--- config.mk ---
export PLATFORM = sky130hd
export DESIGN_NAME = wb_trace_buffer
export DESIGN_NICKNAME = d
export VERILOG_FILES = /design/src/rtl/wb_trace_buffer.sv
export SDC_FILE = /design/constraint.sdc
export NUM_CORES = 1
export LEC_CHECK = 0
export ABC_CLOCK_PERIOD_IN_PS = 7200
export BUFFER_PORTS_ARGS = -buffer_cell sky130_fd_sc_hd__buf_4
export CORE_ASPECT_RATIO = 1.2
export CORE_MARGIN = 2
export CORE_UTILIZATION = 45
export CTS_BUF_LIST = sky130_fd_sc_hd__clkbuf_4
export CTS_CLUSTER_SIZE = 14
export DETAILED_ROUTE_END_ITERATION = 10
export GPL_TIMING_DRIVEN = 0
export PLACE_DENSITY = 0.7
export SLEW_MARGIN = 30
export SYNTH_ARGS = -nofsm -noshare
export SYNTH_HDL_FRONTEND = slang
export SYNTH_SLANG_ARGS = --single-unit
--- constraint.sdc ---
create_clock -name clk -period 7.2 [get_ports clk]
set_input_delay 0.72 -clock clk [delete_from_list [all_inputs] [get_ports clk]]
set_output_delay 0.72 -clock clk [all_outputs]
set_load 0.03 [all_outputs]
--- src/rtl/wb_trace_buffer.sv ---
// wb_trace_buffer: timestamped FIFO capture of CPU register-file writebacks.
// Each non-$0 writeback is stored as {reg, data, stamp}. When the buffer is full
// and nothing is popped, the capture is dropped and a sticky overflow flag is set.
module wb_trace_buffer #(
  parameter int DEPTH   = 8,
  parameter int STAMP_W = 16
) (
  input  logic                     clk,
  input  logic                     reset,
  input  logic                     wb_we,
  input  logic [4:0]               wb_reg,
  input  logic [31:0]              wb_data,
  input  logic                     clear,
  output logic                     out_valid,
  input  logic                     out_ready,
  output logic [4:0]               out_reg,
  output logic [31:0]              out_data,
  output logic [STAMP_W-1:0]       out_stamp,
  output logic [$clog2(DEPTH):0]   count,
  output logic                     overflow
);

  localparam int AW = $clog2(DEPTH);
  localparam int CW = AW + 1;

  logic [STAMP_W-1:0] r_stamp;
  logic [AW-1:0]      r_wptr;
  logic [AW-1:0]      r_rptr;
  logic [CW-1:0]      r_count;
  logic               r_overflow;

  logic [4:0]         r_mem_reg   [DEPTH];
  logic [31:0]        r_mem_data  [DEPTH];
  logic [STAMP_W-1:0] r_mem_stamp [DEPTH];

  logic w_req;
  logic w_full;
  logic w_pop;
  logic w_push;
  logic w_drop;

  // A full buffer still accepts a push when the head is popped at the same edge.
  assign w_req  = wb_we && (wb_reg != 5'd0);
  assign w_full = (r_count == CW'(DEPTH));
  assign w_pop  = out_valid && out_ready && !clear;
  assign w_push = w_req && !clear && (!w_full || w_pop);
  assign w_drop = w_req && !clear && w_full && !w_pop;

  // Free-running capture timestamp; unaffected by clear.
  always_ff @(posedge clk or negedge reset) begin
    if (!reset) begin
      r_stamp <= '0;
    end else begin
      r_stamp <= r_stamp + STAMP_W'(1);
    end
  end

  // Pointers, occupancy and sticky overflow; clear outranks push and pop.
  always_ff @(posedge clk or negedge reset) begin
    if (!reset) begin
      r_wptr     <= '0;
      r_rptr     <= '0;
      r_count    <= '0;
      r_overflow <= 1'b0;
    end else if (clear) begin
      r_wptr     <= '0;
      r_rptr     <= '0;
      r_count    <= '0;
      r_overflow <= 1'b0;
    end else begin
      if (w_push) begin
        r_wptr <= r_wptr + AW'(1);
      end
      if (w_pop) begin
        r_rptr <= r_rptr + AW'(1);
      end
      if (w_push && !w_pop) begin
        r_count <= r_count + CW'(1);
      end else if (w_pop && !w_push) begin
        r_count <= r_count - CW'(1);
      end
      if (w_drop) begin
        r_overflow <= 1'b1;
      end
    end
  end

  // Entry storage; contents are only meaningful below the occupancy count, so no reset.
  always_ff @(posedge clk) begin
    if (w_push) begin
      r_mem_reg[r_wptr]   <= wb_reg;
      r_mem_data[r_wptr]  <= wb_data;
      r_mem_stamp[r_wptr] <= r_stamp;
    end
  end

  assign out_valid = (r_count != '0);
  assign out_reg   = r_mem_reg[r_rptr];
  assign out_data  = r_mem_data[r_rptr];
  assign out_stamp = r_mem_stamp[r_rptr];
  assign count     = r_count;
  assign overflow  = r_overflow;

endmodule

==> results of run 1 <==
## cells by family after synthesis
| kind of cell | Yosys count |
|---|---|
| DFF | 451 |
| and+or+nand+nor | 59 |
| adders and majority gates | 6 |
| buffers and inverters | 40 |
| xor gates and xnor gates | 18 |
| muxes | 164 |
| AOI/OAI and AO/OA | 14 |
## final cells by class
cell class	instances	area share [%]
timing repair buffer	144	6.610
sequential	451	64.51
tap	480	2.890
clock inverter	24	0.9993
multi-input combinational	261	18.03
inverter	8	0.1445
buffer	32	0.6742
antenna	3	0.03612
clock buffer	169	6.104
## power groups by stage
stage	combinational, mW	clock, mW	sequential, mW
after floorplan	1.10	0	3.02
after global placement	1.59	0	3.02
after detailed placement	1.63	0	3.01
after CTS	1.63	2.22	2.95
after global routing	1.70	2.36	2.96
final	1.60	2.16	2.95
## per-stage QoR
| step | util, % | setup TNS, ns | setup WS, ns |
|---|---|---|---|
| 5_1_grt | 54.88 | 0 | 2.982 |
| 2_1_floorplan | - | 0 | 0.2358 |
| 3_3_place_gp | 49.15 | -537.25 | -5.273 |
| 4_1_cts | 54.87 | 0 | 3.080 |
| 6_report | 54.89 | 0 | 3.216 |
| 3_5_place_dp | 50.94 | 0 | 3.691 |
## routing by layer
| layer | track usage, % | part of all wire [%] | vias up |
|---|---|---|---|
| met5 | 0 | 0.086 | - |
| met4 | 7.120 | 2.2 | 4 |
| met3 | 4.566 | 5.8 | 66 |
| met2 | 29.90 | 51 | 291 |
| met1 | 23.02 | 40 | 4436 |
| li1 | - | - | 3728 |
## layout by cell type (no fill, tap or decap), drive strengths merged, types with 2 or more instances in the layout
cell | synthesis | layout
a21o | 2 | 2
a21oi | 4 | 4
and3 | 2 | 2
buf | 17 | 160
bufinv | 0 | 4
clkbuf | 15 | 184
clkinv | 0 | 18
clkinvlp | 0 | 2
dfrtp | 27 | 27
diode | 0 | 3
edfxtp | 424 | 424
ha | 5 | 5
inv | 8 | 8
mux2 | 56 | 56
mux2i | 2 | 2
mux4 | 106 | 106
nand2 | 10 | 10
nand3 | 9 | 9
nand4 | 3 | 3
nand4b | 2 | 2
nor2 | 21 | 21
nor2b | 2 | 2
nor4 | 2 | 2
o211ai | 3 | 3
o221ai | 2 | 2
or3 | 3 | 3
or4 | 2 | 2
xnor2 | 12 | 12
xor2 | 6 | 6
## worst max-delay path, cell delays in order (launching register included)
cell and delay [ns]:
dfrtp_1 0.35, buf_2 0.24, buf_2 0.32, buf_1 0.65, mux4_2 0.41, mux2_2 0.32, buf_4 0.18
## path summary, 6_finish.rpt
check	end	slack, ns	depth (start not counted)
worst max-delay path	out_stamp[6]	3.22	6
worst min-delay path	r_mem_data[3][16]	0.14	1
worst max register to register	r_mem_data[0][20]	3.98	9
worst min register to register	overflow	0.56	2
max in group asynchronous	r_stamp[13]	6.47	2
min in group asynchronous	count[0]	0.38	2
## timing repair
action	CTS	global route
resized for setup	0	0
hold buffers	1	0
setup buffers	0	0
hold endpoints to repair	27	0
setup endpoints to repair	0	0
==> summary by stage, run 1 <==
Synth
Measured against the total synthesized area, the mux share comes to 17.66%. The main combinational cell family by area after synthesis is multiplexers. The sequential fraction of the synthesis area is 77.65%. Synthesis handed over a netlist of 752 instances. Summing every instance area after synthesis gives 0.01727 mm^2.

The xor-xnor portion of the synthesized cell area is 0.9130%. The commonest cells after synthesis are edfxtp_1 (424), mux4_2 (106), mux2_2 (53). The simple-gate area share of the yosys netlist is 1.710%. Counting distinct cell types in the post-synthesis netlist gives 37. The register bit total from synthesis is 451. Of all cell types, the one taking the most synthesized area is edfxtp_1.

The number of synthesized flops with an enable pin is 424. The primary flip-flop cell chosen by synthesis mapping is edfxtp_1. The post-synthesis net count is 800.

Summed over its instances, the top area cell type makes up 73.73% of the synthesized netlist area. By area the synthesized netlist is led by edfxtp_1 (74%), mux4_2 (14%), dfrtp_1 (3.9%). The area share of fa/ha/maj cells after synthesis is 0.4782%. Of all flip-flops after synthesis, the portion carrying an async set or reset was 5.987%. For this run, the number of Yosys warnings is 0.

The most instantiated library cell after synthesis is edfxtp_1. Summing the areas of all compound-gate instances in the mapped netlist gives 0.6087% of the synthesized area. After synthesis, the mean cell area works out to 22.96 um^2.

Die
The floorplan die area is 0.03996 mm^2. The number of placement rows is 78. Once the floorplan was initialized, standard cells occupied 45.60% of the core. The vertical die dimension is 218.6 um.

From left edge to right edge, the die measures 182.8 um. The core outline area is 0.03787 mm^2. The number of placed I/O pins is 101.

Global route
The number of global-route vias before repair was 9215. The first global-routing pass estimated 52.79 mm of wire. The residual overflow from global routing is 0. The initial antenna violation count came to 5.

The largest net degree at the start of global routing is 28. Global routing used 18.04% of the available tracks.

Final layout
After filler insertion, the fill cell instance count of the layout stands at 2885. The post-route netlist has 46.74% of its cells at a drive strength greater than 1. The synthesis-to-finish area growth is 20.36%. The register with the most flip-flops in the layout has 256 of them. The filler-free cell count of the finished design is 1572. In the final layout, the multi-input gates occupy 0.003747 mm^2.

The final-stage net count is 1056. The sequential cells in the finished layout cover a total of 0.01341 mm^2. The area of all placed cells without fillers is 0.02078 mm^2.

Route
The DRC marker count from the first detailed-route iteration is 618. The number of nets still failing antenna checks after routing is 0. The overall routed net length is 34.80 mm. The first detailed-routing pass ran for 5 iterations. The average detailed-routed wire length per instance is 22.14 um. In the routed design, unresolved DRC markers number 0. The number of vias in the routed layout is 8525. The ratio of routed vias to standard cells is 5.423.

STA
Setup repair after global routing left no endpoint under its margin. In the finished design, the share of the clock period the worst path needs comes to 55.33%. The worst slew margin relative to its limit is 46.39%. The tightest hold path in the finished design has a slack of 0.1398 ns. The post-layout minimum cycle time is 3.984 ns.

The total count of max-transition violations in the final report is 0. The slew at the pin closest to its max-slew limit is 0.8041 ns. For this run, the top clock speed supported by timing is 0.2510 GHz.

Across the routed clock network, the largest skew measured is 0.05452 ns. The number of endpoints with negative hold slack in the final report came to 0. The total of endpoints with negative setup slack in the final report is 0.

Power and ir drop
The clock power share is 32.2%. The design internal power is 4.876 mW. Dividing total power by cell area gives a power density of 322.8 mW/mm^2.

The share of power burned in registers is 44.0%. Per report_power, the combinational group accounts for 23.8% of the total. The net switching power of the design is 1.834 mW. The total design power is 6.710 mW.

Of the total power, the share spent switching nets is 27.33%. For this design the static power due to leakage is 7.157 nW. Across the VDD grid, the largest voltage drop is 0.1953 mV.

CTS
The TritonCTS clock tree is built. Clock tree synthesis selected as its root buffer the cell clkbuf_4. For the worst-skew pair, the clock arrives at the later sink with an insertion delay of 0.80 ns. The total number of H-tree levels is 3. The number of buffers created by CTS is 110.

After clock tree synthesis, the clock-pin slew on the worst setup and hold paths is 0.07 ns. The clock passes through at most 3 buffers. The total clock sinks is 451.

Placed design
The final weighted congestion in routability-driven placement is 0.7284. The number of buffers inserted by port buffering is 99. Summed over all nets, the half-perimeter wirelength after detailed placement is 22.31 mm. The placed instances occupy a cell area of 0.01929 mm^2.

The number of placed instances, taps included, is 1375.

Flow run
The max-cap check violation count is 0.

Worst hold path
The startpoint of the lowest-slack hold path is wb_data[16]. The tightest min-delay check is of the input port to register type.

Critical path
At the worst endpoint, the arrival time is 3.26 ns. The data required time of the critical path is 6.48 ns. The worst setup path is launched from a register. The launch point of the worst path is r_rptr[1]. The critical path endpoint category is an output pin. The classification of the worst setup path is register to output pin. The peak fanout along the critical path is 10. The startpoint of the worst register-to-register path is count[0].

Status
The run finished with clean final reports.
(Power assumes the default switching activity.)
==> inputs of run 2 (changes only) <==
--- a/config.mk
+++ b/config.mk
@@ -5,7 +5,8 @@
 export SDC_FILE = /design/constraint.sdc
 export NUM_CORES = 1
 export LEC_CHECK = 0
-export ABC_CLOCK_PERIOD_IN_PS = 7200
+export ABC_AREA = 1
+export ABC_CLOCK_PERIOD_IN_PS = 3500
 export BUFFER_PORTS_ARGS = -buffer_cell sky130_fd_sc_hd__buf_4
 export CORE_ASPECT_RATIO = 1.2
 export CORE_MARGIN = 2
==> constraint.sdc (replaced) <==
create_clock -name clk -period 3.5 [get_ports clk]
set_input_delay 0.35 -clock clk [delete_from_list [all_inputs] [get_ports clk]]
set_output_delay 0.35 -clock clk [all_outputs]
set_load 0.03 [all_outputs]
==> run 2 against run 1 <==
First-iteration DRC count grew 69%. Hold slack gained 0.17 ns. Count of clock-buffer cells in the layout shrank 14. Sequential cell count is the same. Clock power grew 100%. Utilization grew 1.1 points. Synthesized area grew 3.2%. Die area grew 3.1%. Critical path depth is the same. Global-route usage grew 3.8 points.
==> summary by stage, run 2 <==
Synth
The sequential fraction of the synthesis area is 75.24% (was 77.65%). The fraction of post-synthesis cell area in the top cell type by area is 71.45% (was 73.73%). The leading area contributor after synthesis was edfxtp_1 (unchanged). The combined area of all synthesized cells came to 0.01782 mm^2 (was 0.01727 mm^2). The mean area per synthesized cell is 13.13 um^2 (was 22.96 um^2).

The primary flip-flop cell chosen by synthesis mapping is edfxtp_1 (unchanged). The number of warnings printed during yosys synthesis was 0 (unchanged). Leading cell types by total area after synthesis: edfxtp_1 (71%), nor2_1 (7.1%), o32ai_1 (5.2%) (was edfxtp_1 (74%), mux4_2 (14%), dfrtp_1 (3.9%)).

The register bit total from synthesis is 451 (unchanged). The post-synthesis net count came to 1405 (was 800). The instance count of the mapped netlist is 1357 (was 752). The count of different cell masters after synthesis was 28 (was 37).

The number of synthesized flops with an enable pin was 424 (unchanged). The fraction of registers with async set/reset is 5.987% (unchanged). Most common library cells after synthesis: edfxtp_1 (424), nor2_1 (336), nand2_1 (194) (was edfxtp_1 (424), mux4_2 (106), mux2_2 (53)).

The most instantiated library cell after synthesis is edfxtp_1 (unchanged).

Critical path
The length in cells of the worst reg-to-reg path is 10 (was 9). The capturing point of the worst reg2reg path was r_mem_stamp[4][13] (was r_mem_data[0][20]). The delay contributed by the slowest stage of the critical path is 0.55 ns (was 0.65 ns). The data required time of the critical path is 3.15 ns (was 6.48 ns). The classification of the worst setup path is register to output pin (unchanged). The register-to-register setup slack was 0.79 ns (was 3.98 ns).

Ordered list of cells on the worst path: clkbuf_1, clkbuf_1, o32ai_1, nand2_1, nand2_1, buf_4 (was buf_2, buf_2, buf_1, mux4_2, mux2_2, buf_4). The data arrival time at the worst-slack endpoint came to 3.08 ns (was 3.26 ns). The startpoint of the worst register-to-register path is count[3] (was count[0]). The peak fanout along the critical path is 10 (unchanged).

The nature of the critical path startpoint is a register (unchanged). The critical path endpoint category is an output pin (unchanged). The critical path's slowest cell was dfrtp_1 (was buf_1).

Worst hold path
The startpoint of the lowest-slack hold path is wb_data[2] (was wb_data[16]). The cell depth of the worst min-delay path is 2 (was 1). The worst hold endpoint is r_mem_data[7][2] (was r_mem_data[3][16]). The path class of the lowest-slack min-delay path is input port to register (unchanged).

Power and ir drop
The fraction of power consumed by combinational cells came to 28.7% (was 23.8%). The net switching power of the design is 4.920 mW (was 1.834 mW). The fraction of power spent switching nets is 33.69% (was 27.33%). The design internal power came to 9.683 mW (was 4.876 mW). The worst IR drop on VDD is 0.3948 mV (was 0.1953 mV). The clock power share is 29.6% (was 32.2%).

The share of power burned in registers was 41.7% (was 44.0%). The total leakage power is 8.122 nW (was 7.157 nW). The power per cell area is 670.1 mW/mm^2 (was 322.8 mW/mm^2). The total design power is 14.60 mW (was 6.710 mW).

Route
The number of nets still failing antenna checks after routing is 0 (unchanged). The DRC marker count from the first detailed-route iteration is 1044 (was 618). The number of vias in the routed layout is 12.35k (was 8525). The overall routed net length came to 45.23 mm (was 34.80 mm). The number of remaining DRC errors is 0 (unchanged). The number of detailed-route iterations in the first pass is 5 (unchanged).

The ratio of routed vias to standard cells was 5.497 (was 5.423). The average detailed-routed wire length per instance is 20.13 um (was 22.14 um).

Final layout
The most common cell after layout, fill and taps aside was edfxtp_1 (unchanged). The number of flip-flops in the largest register is 256 (unchanged). The filler cell count in the final layout is 3154 (was 2885). The synthesis-to-finish area growth is 22.29% (was 20.36%). The multi-input gate area in the final layout is 0.003954 mm^2 (was 0.003747 mm^2).

The area taken by flip-flops and latches is 0.01341 mm^2 (unchanged). Leading cell types in the layout, fill and taps excluded: edfxtp_1 (424), nor2_1 (328), nand2_1 (194), clkbuf_4 (155), buf_4 (115) (was edfxtp_1 (424), clkbuf_4 (169), mux4_2 (106), buf_4 (103), mux2_2 (53)). The filler-free cell count of the finished design was 2247 (was 1572).

The final-stage net count is 1681 (was 1056). The ratio of cells with drive above 1 in the final layout came to 20.07% (was 46.74%). The end-of-flow core utilization is 55.96% (was 54.89%).

Global route
The residual overflow from global routing is 0 (unchanged). The global router's overall resource usage is 21.86% (was 18.04%). The number of global-route vias before repair is 12.34k (was 9215).

The largest net degree at the start of global routing was 28 (unchanged). The initial antenna violation count is 2 (was 5). The wire length of the first global-routing pass is 67.91 mm (was 52.79 mm).

Placed design
The post-placement cell count is 2008 (was 1375). The post-detailed-placement half-perimeter wirelength is 29.10 mm (was 22.31 mm). The final weighted congestion in routability-driven placement is 0.7876 (was 0.7284). The number of buffers inserted by port buffering is 100 (was 99).

STA
The total of endpoints with negative setup slack in the final report is 0 (unchanged). The post-route fraction of the period consumed by the critical path is 97.91%. The peak clock frequency supported by timing is 0.2918 GHz.

The worst hold slack is 0.3118 ns (was 0.1398 ns). The smallest clock period supported by the final layout is computed as 3.427 ns. The worst slew margin relative to its limit is 54.83% (was 46.39%). The number of endpoints with negative hold slack in the final report came to 0 (unchanged).

The maximum clock skew at final layout is 0.05484 ns (was 0.05452 ns). The slew at the pin closest to its max-slew limit came to 0.6776 ns (was 0.8041 ns). RSZ-0062 raised after global routing: false (unchanged). The total count of max-transition violations in the final report is 0 (unchanged).

CTS
The clock-pin slew on the worst setup and hold paths is 0.07 ns (about the same). The post-CTS setup buffer count was 0 (unchanged). The maximum buffer depth of the clock tree came to 3 (unchanged).

The total clock sinks is 451 (unchanged). The total number of H-tree levels was 3 (unchanged). The cell chosen for the clock root is clkbuf_4 (unchanged).

The clock latency reported for the late side of the worst-skew pair was 0.83 ns (was 0.80 ns). The TritonCTS clock tree is built (unchanged). The number of buffers created by CTS is 106 (was 110).

Status
Run status: finished, final reports clean (unchanged).

Die
The vertical die dimension came to 222.0 um (was 218.6 um). The number of placed I/O pins is 101 (unchanged). The floorplan die area is 0.04122 mm^2 (was 0.03996 mm^2).

The core outline area is 0.03894 mm^2 (was 0.03787 mm^2). The horizontal die dimension was 185.7 um (was 182.8 um). The effective utilization at floorplan was 45.76% (was 45.60%).

The number of placement rows is 79 (was 78).

Flow run
The max-cap check violation count is 0 (unchanged).
## run 2: worst max path at each step
stage                   start                to  slack (ns)  cells past startpoint
CTS                 r_rptr[1]      out_stamp[0]       0.003                      6
global placement    wb_reg[4]  r_mem_data[3][8]       -2.54                      9
global route        r_rptr[1]        out_reg[4]       0.006                      6
detailed placement  wb_reg[4]  r_mem_data[4][8]        0.69                     11
floorplan            count[3]  r_mem_data[0][0]       -0.57                      8
finish              r_rptr[1]        out_reg[4]        0.07                      6
## run 2: layer usage
| metal | vias to the layer above | GRT usage (%) | wire length, um | part of all wire (%) |
|---|---|---|---|---|
| met3 | 85 | 4.451 | 3346 | 7.4 |
| met5 | - | 0 | 0 | 0 |
| met4 | 0 | 10.08 | 1349 | 3.0 |
| met2 | 615 | 37.02 | 22980 | 51 |
| met1 | 6071 | 26.85 | 17550 | 39 |
| li1 | 5580 | - | - | - |
## run 2: cells by family (layout without fill, tap and decap cells)
kind of cell / count (synthesis) / count (layout) / share of synthesized area [%]
AND/OR/NAND/NOR: 556 / 556 / 12.09
flip-flops: 451 / 451 / 75.24
AO/OA/AOI/OAI: 222 / 222 / 8.509
buffers and inverters: 106 / 468 / 2.914
XOR/XNOR: 16 / 16 / 0.7864
adder cells (fa/ha/maj): 6 / 6 / 0.4634
other: 0 / 2 / 0
## run 2: power by group through the flow
stage | combinational, mW | clock, mW | sequential, mW
floorplan | 2.53 | 0 | 6.24
global placement | 3.99 | 0 | 6.22
detailed placement | 4.15 | 0 | 6.20
CTS | 4.21 | 4.39 | 6.09
global route | 4.50 | 4.64 | 6.10
finish | 4.19 | 4.32 | 6.09
## run 2: worst max-delay path: cells and delay by family (launching register included)
| kind | cells | cell delay, ns |
|---|---|---|
| buffers and inverters | 3 | 1.29 |
| flip-flops | 1 | 0.55 |
| AND/OR/NAND/NOR | 2 | 0.21 |
| AO/OA/AOI/OAI | 1 | 0.19 |
## run 2: cell type report
class	count	share of cell area (%)
Clock buffer	155	5.339
Inverter	25	0.4421
Tap cell	526	3.020
Antenna cell	2	0.02296
Sequential cell	451	61.52
Timing Repair Buffer	168	8.451
Clock inverter	39	1.097
Multi-Input combinational cell	800	18.14
Buffer	81	1.963
## run 2: per-stage QoR
step / setup TNS [ns] / setup slack [ns] / area (um^2)
after global routing: 0 / 0.006029 / 21790
after CTS: 0 / 0.003076 / 21780
after global placement: -1037.11 / -2.538 / 19230
after floorplan: -237.28 / -0.5657 / 17820
final: 0 / 0.07327 / 21790
after detailed placement: 0 / 0.6900 / 19940
## run 2: what timing repair did
action / in CTS / in global routing
endpoints found under the hold margin: 332 / 0
setup endpoints to repair: 0 / 10
hold buffers: 43 / 0
resized for setup: 0 / 8
==> inputs of run 3 (changes only) <==
==> constraint.sdc (replaced) <==
create_clock -name clk -period 3.5 [get_ports clk]
set_input_delay 0 -clock clk [delete_from_list [all_inputs] [get_ports clk]]
set_output_delay 0 -clock clk [all_outputs]
set_load 0.03 [all_outputs]
==> run 3 against run 2 <==
Hold slack lost 0.22 ns. Sequential share of layout area shrank 1.2 points. Critical path depth grew 5. Sequential power is essentially flat. First-iteration DRC count grew 3.2%. Highest routed layer unchanged.
==> summary by stage, run 3 (synthesized netlist as in run 2, its figures left out) <==
Final layout
The final-stage net count came to 1725 (was 1681). The end-of-flow core utilization is 57.08% (was 55.96%). The area taken by flip-flops and latches is 0.01341 mm^2 (unchanged). The filler cell count in the final layout is 3102 (was 3154). The number of flip-flops in the largest register was 256 (unchanged). Leading cell types in the layout, fill and taps excluded: edfxtp_1 (424), nor2_1 (328), nand2_1 (194), clkbuf_4 (155), buf_4 (115) (unchanged). The synthesis-to-finish area growth is 24.73% (was 22.29%). The area of all placed cells without fillers was 0.02223 mm^2 (was 0.02179 mm^2). The most common cell after layout, fill and taps aside is edfxtp_1 (unchanged). The ratio of cells with drive above 1 in the final layout was 19.34% (was 20.07%). The multi-input gate area in the final layout was 0.003954 mm^2 (unchanged).

Critical path
The classification of the worst setup path is register to register (was register to output pin). The buffers plus inverters on the worst setup path was 4 (was 3). The length in cells of the worst reg-to-reg path is 11 (was 10).

The critical path's slowest cell is dlygate4sd3_1 (was dfrtp_1). The data arrival time at the worst-slack endpoint is 3.91 ns (was 3.08 ns). The number of cells on the critical path was 11 (was 6). The critical path endpoint category is a register (was output pin). The family with the most delay on the worst path is buffers and inverters (unchanged). The register-to-register setup slack is 0.30 ns (was 0.79 ns). Ordered list of cells on the worst path: nor2_1, nand3_2, nand3_2, inv_1, nand2_1, a21oi_2, dlygate4sd3_1, nand2_1, dlygate4sd3_1, nand2_1, dlygate4sd3_1 (was clkbuf_1, clkbuf_1, o32ai_1, nand2_1, nand2_1, buf_4).

The peak fanout along the critical path came to 5 (was 10). The nature of the critical path startpoint is a register (unchanged). The delay contributed by the slowest stage of the critical path is 0.62 ns (was 0.55 ns). The data required time of the critical path is 4.21 ns (was 3.15 ns).

Die
The floorplan die area is 0.04122 mm^2 (unchanged). The number of placed I/O pins is 101 (unchanged). The vertical die dimension is 222.0 um (unchanged).

The horizontal die dimension is 185.7 um (unchanged). The core outline area is 0.03894 mm^2 (unchanged). The number of placement rows is 79 (unchanged). The effective utilization at floorplan is 45.76% (unchanged).

Status
Run status: finished, final reports clean (unchanged).

Placed design
The final weighted congestion in routability-driven placement was 0.7876 (unchanged). The number of buffers inserted by port buffering came to 100 (unchanged). The post-detailed-placement half-perimeter wirelength is 29.10 mm (unchanged). The placed standard-cell area is 0.01994 mm^2 (unchanged).

Route
The DRC marker count from the first detailed-route iteration is 1077 (was 1044). The average detailed-routed wire length per instance came to 20.06 um (was 20.13 um). The number of detailed-route iterations in the first pass came to 6 (was 5). The overall routed net length is 45.96 mm (was 45.23 mm). The ratio of routed vias to standard cells is 5.470 (was 5.497). The number of remaining DRC errors came to 0 (unchanged). The number of nets still failing antenna checks after routing is 0 (unchanged). The number of vias in the routed layout is 12.53k (was 12.35k).

STA
The peak clock frequency supported by timing is 0.3125 GHz (was 0.2918 GHz). The total of endpoints with negative setup slack in the final report is 0 (unchanged). The slew at the pin closest to its max-slew limit is 0.6898 ns (was 0.6776 ns).

The number of endpoints with negative hold slack in the final report is 0 (unchanged). The worst slew margin relative to its limit came to 54.01% (was 54.83%). The total count of max-transition violations in the final report is 0 (unchanged). RSZ-0062 raised after global routing: false (unchanged). The final sum of negative setup slack was 0 ns (unchanged). The post-layout minimum cycle time is 3.200 ns (was 3.427 ns). The maximum clock skew at final layout is 0.05933 ns (was 0.05484 ns). The post-route fraction of the period consumed by the critical path is 91.41% (was 97.91%).

CTS
The maximum buffer depth of the clock tree is 3 (unchanged). The clock latency reported for the late side of the worst-skew pair is 0.83 ns (about the same). The post-CTS setup buffer count came to 0 (unchanged). The TritonCTS clock tree is built (unchanged).

The total number of H-tree levels was 3 (unchanged). The total clock sinks was 451 (unchanged). The clock-pin slew on the worst setup and hold paths is 0.07 ns (about the same). The number of buffers created by CTS is 106 (unchanged).

The cell chosen for the clock root is clkbuf_4 (unchanged).

Global route
The residual overflow from global routing was 0 (unchanged). The number of global-route vias before repair is 12.59k (was 12.34k). The largest net degree at the start of global routing is 28 (unchanged). The met3 capacity usage during global routing is 4.435% (was 4.451%).

The fraction of met1 tracks used by global routing is 27.39% (was 26.85%). The wire length of the first global-routing pass came to 69.35 mm (was 67.91 mm). The layer with the highest usage is met2 (unchanged).

The global router's overall resource usage came to 22.33% (was 21.86%). The global routing usage on met2 is 38.12% (was 37.02%). The initial antenna violation count is 2 (unchanged).

Power and ir drop
The total design power was 14.66 mW (was 14.60 mW). The worst IR drop on VDD is 0.4080 mV (was 0.3948 mV). The total leakage power is 8.290 nW (was 8.122 nW). The power per cell area is 659.5 mW/mm^2 (was 670.1 mW/mm^2).

Worst hold path
The path class of the lowest-slack min-delay path was input port to register (unchanged). The cell depth of the worst min-delay path came to 4 (was 2).

Flow run
The max-cap check violation count is 0 (unchanged).
## run 3: final timing paths
check / startpoint / end
min in group asynchronous: reset / r_stamp[11]
max in group asynchronous: reset / r_stamp[13]
setup reg to reg: count[0] / count[1]
hold reg to reg: overflow / overflow
hold / removal: out_ready / r_rptr[0]
setup / recovery: count[0] / count[1]
## run 3: report_power, final
group	switching, mW	internal [mW]	leakage (nW)
Clock	2.06	2.25	0.815
Combinational	2.81	1.44	3.09
Sequential	0.0593	6.03	4.39
Total	4.94	9.72	8.29
## run 3: area by class of cell
cell class,instances,area share [%]
Sequential cell,451,60.32
Multi-Input combinational cell,800,17.79
Timing Repair Buffer,212,10.27
Clock buffer,155,5.235
Tap cell,526,2.961
Buffer,81,1.903
Clock inverter,39,1.075
Inverter,25,0.4334
Antenna cell,2,0.02251
## run 3: routing by layer
layer / wire (um) / part of all wire (%) / up-vias
met5: 0 / 0 / -
met4: 1458 / 3.2 / 0
met3: 3498 / 7.6 / 102
met2: 23350 / 51 / 652
met1: 17650 / 38 / 6098
li1: - / - / 5680
## run 3: worst register-to-register path, delay by kind of cell (launching register included)
kind	cells	cell delay (ns)
AO/OA/AOI/OAI	1	0.08
buffers and inverters	4	1.80
flip-flops	1	0.43
AND/OR/NAND/NOR	6	0.80
## run 3: stage by stage
| stage | setup WS (ns) | std cells | hold slack [ns] |
|---|---|---|---|
| CTS | 0.3076 | 2289 | 0.005205 |
| global route | 0.07146 | 2291 | 0.08085 |
| global placement | -2.358 | 1983 | -0.06714 |
| finish | 0.3005 | 2291 | 0.08743 |
| detailed placement | 0.8590 | 2008 | -0.05921 |
| floorplan | -0.5657 | 1357 | -0.2956 |
## run 3: timing repair
item                                   4_1_cts  5_1_grt
hold buffers                                87        0
endpoints found under the hold margin      334        0
gates resized for setup                      0        0
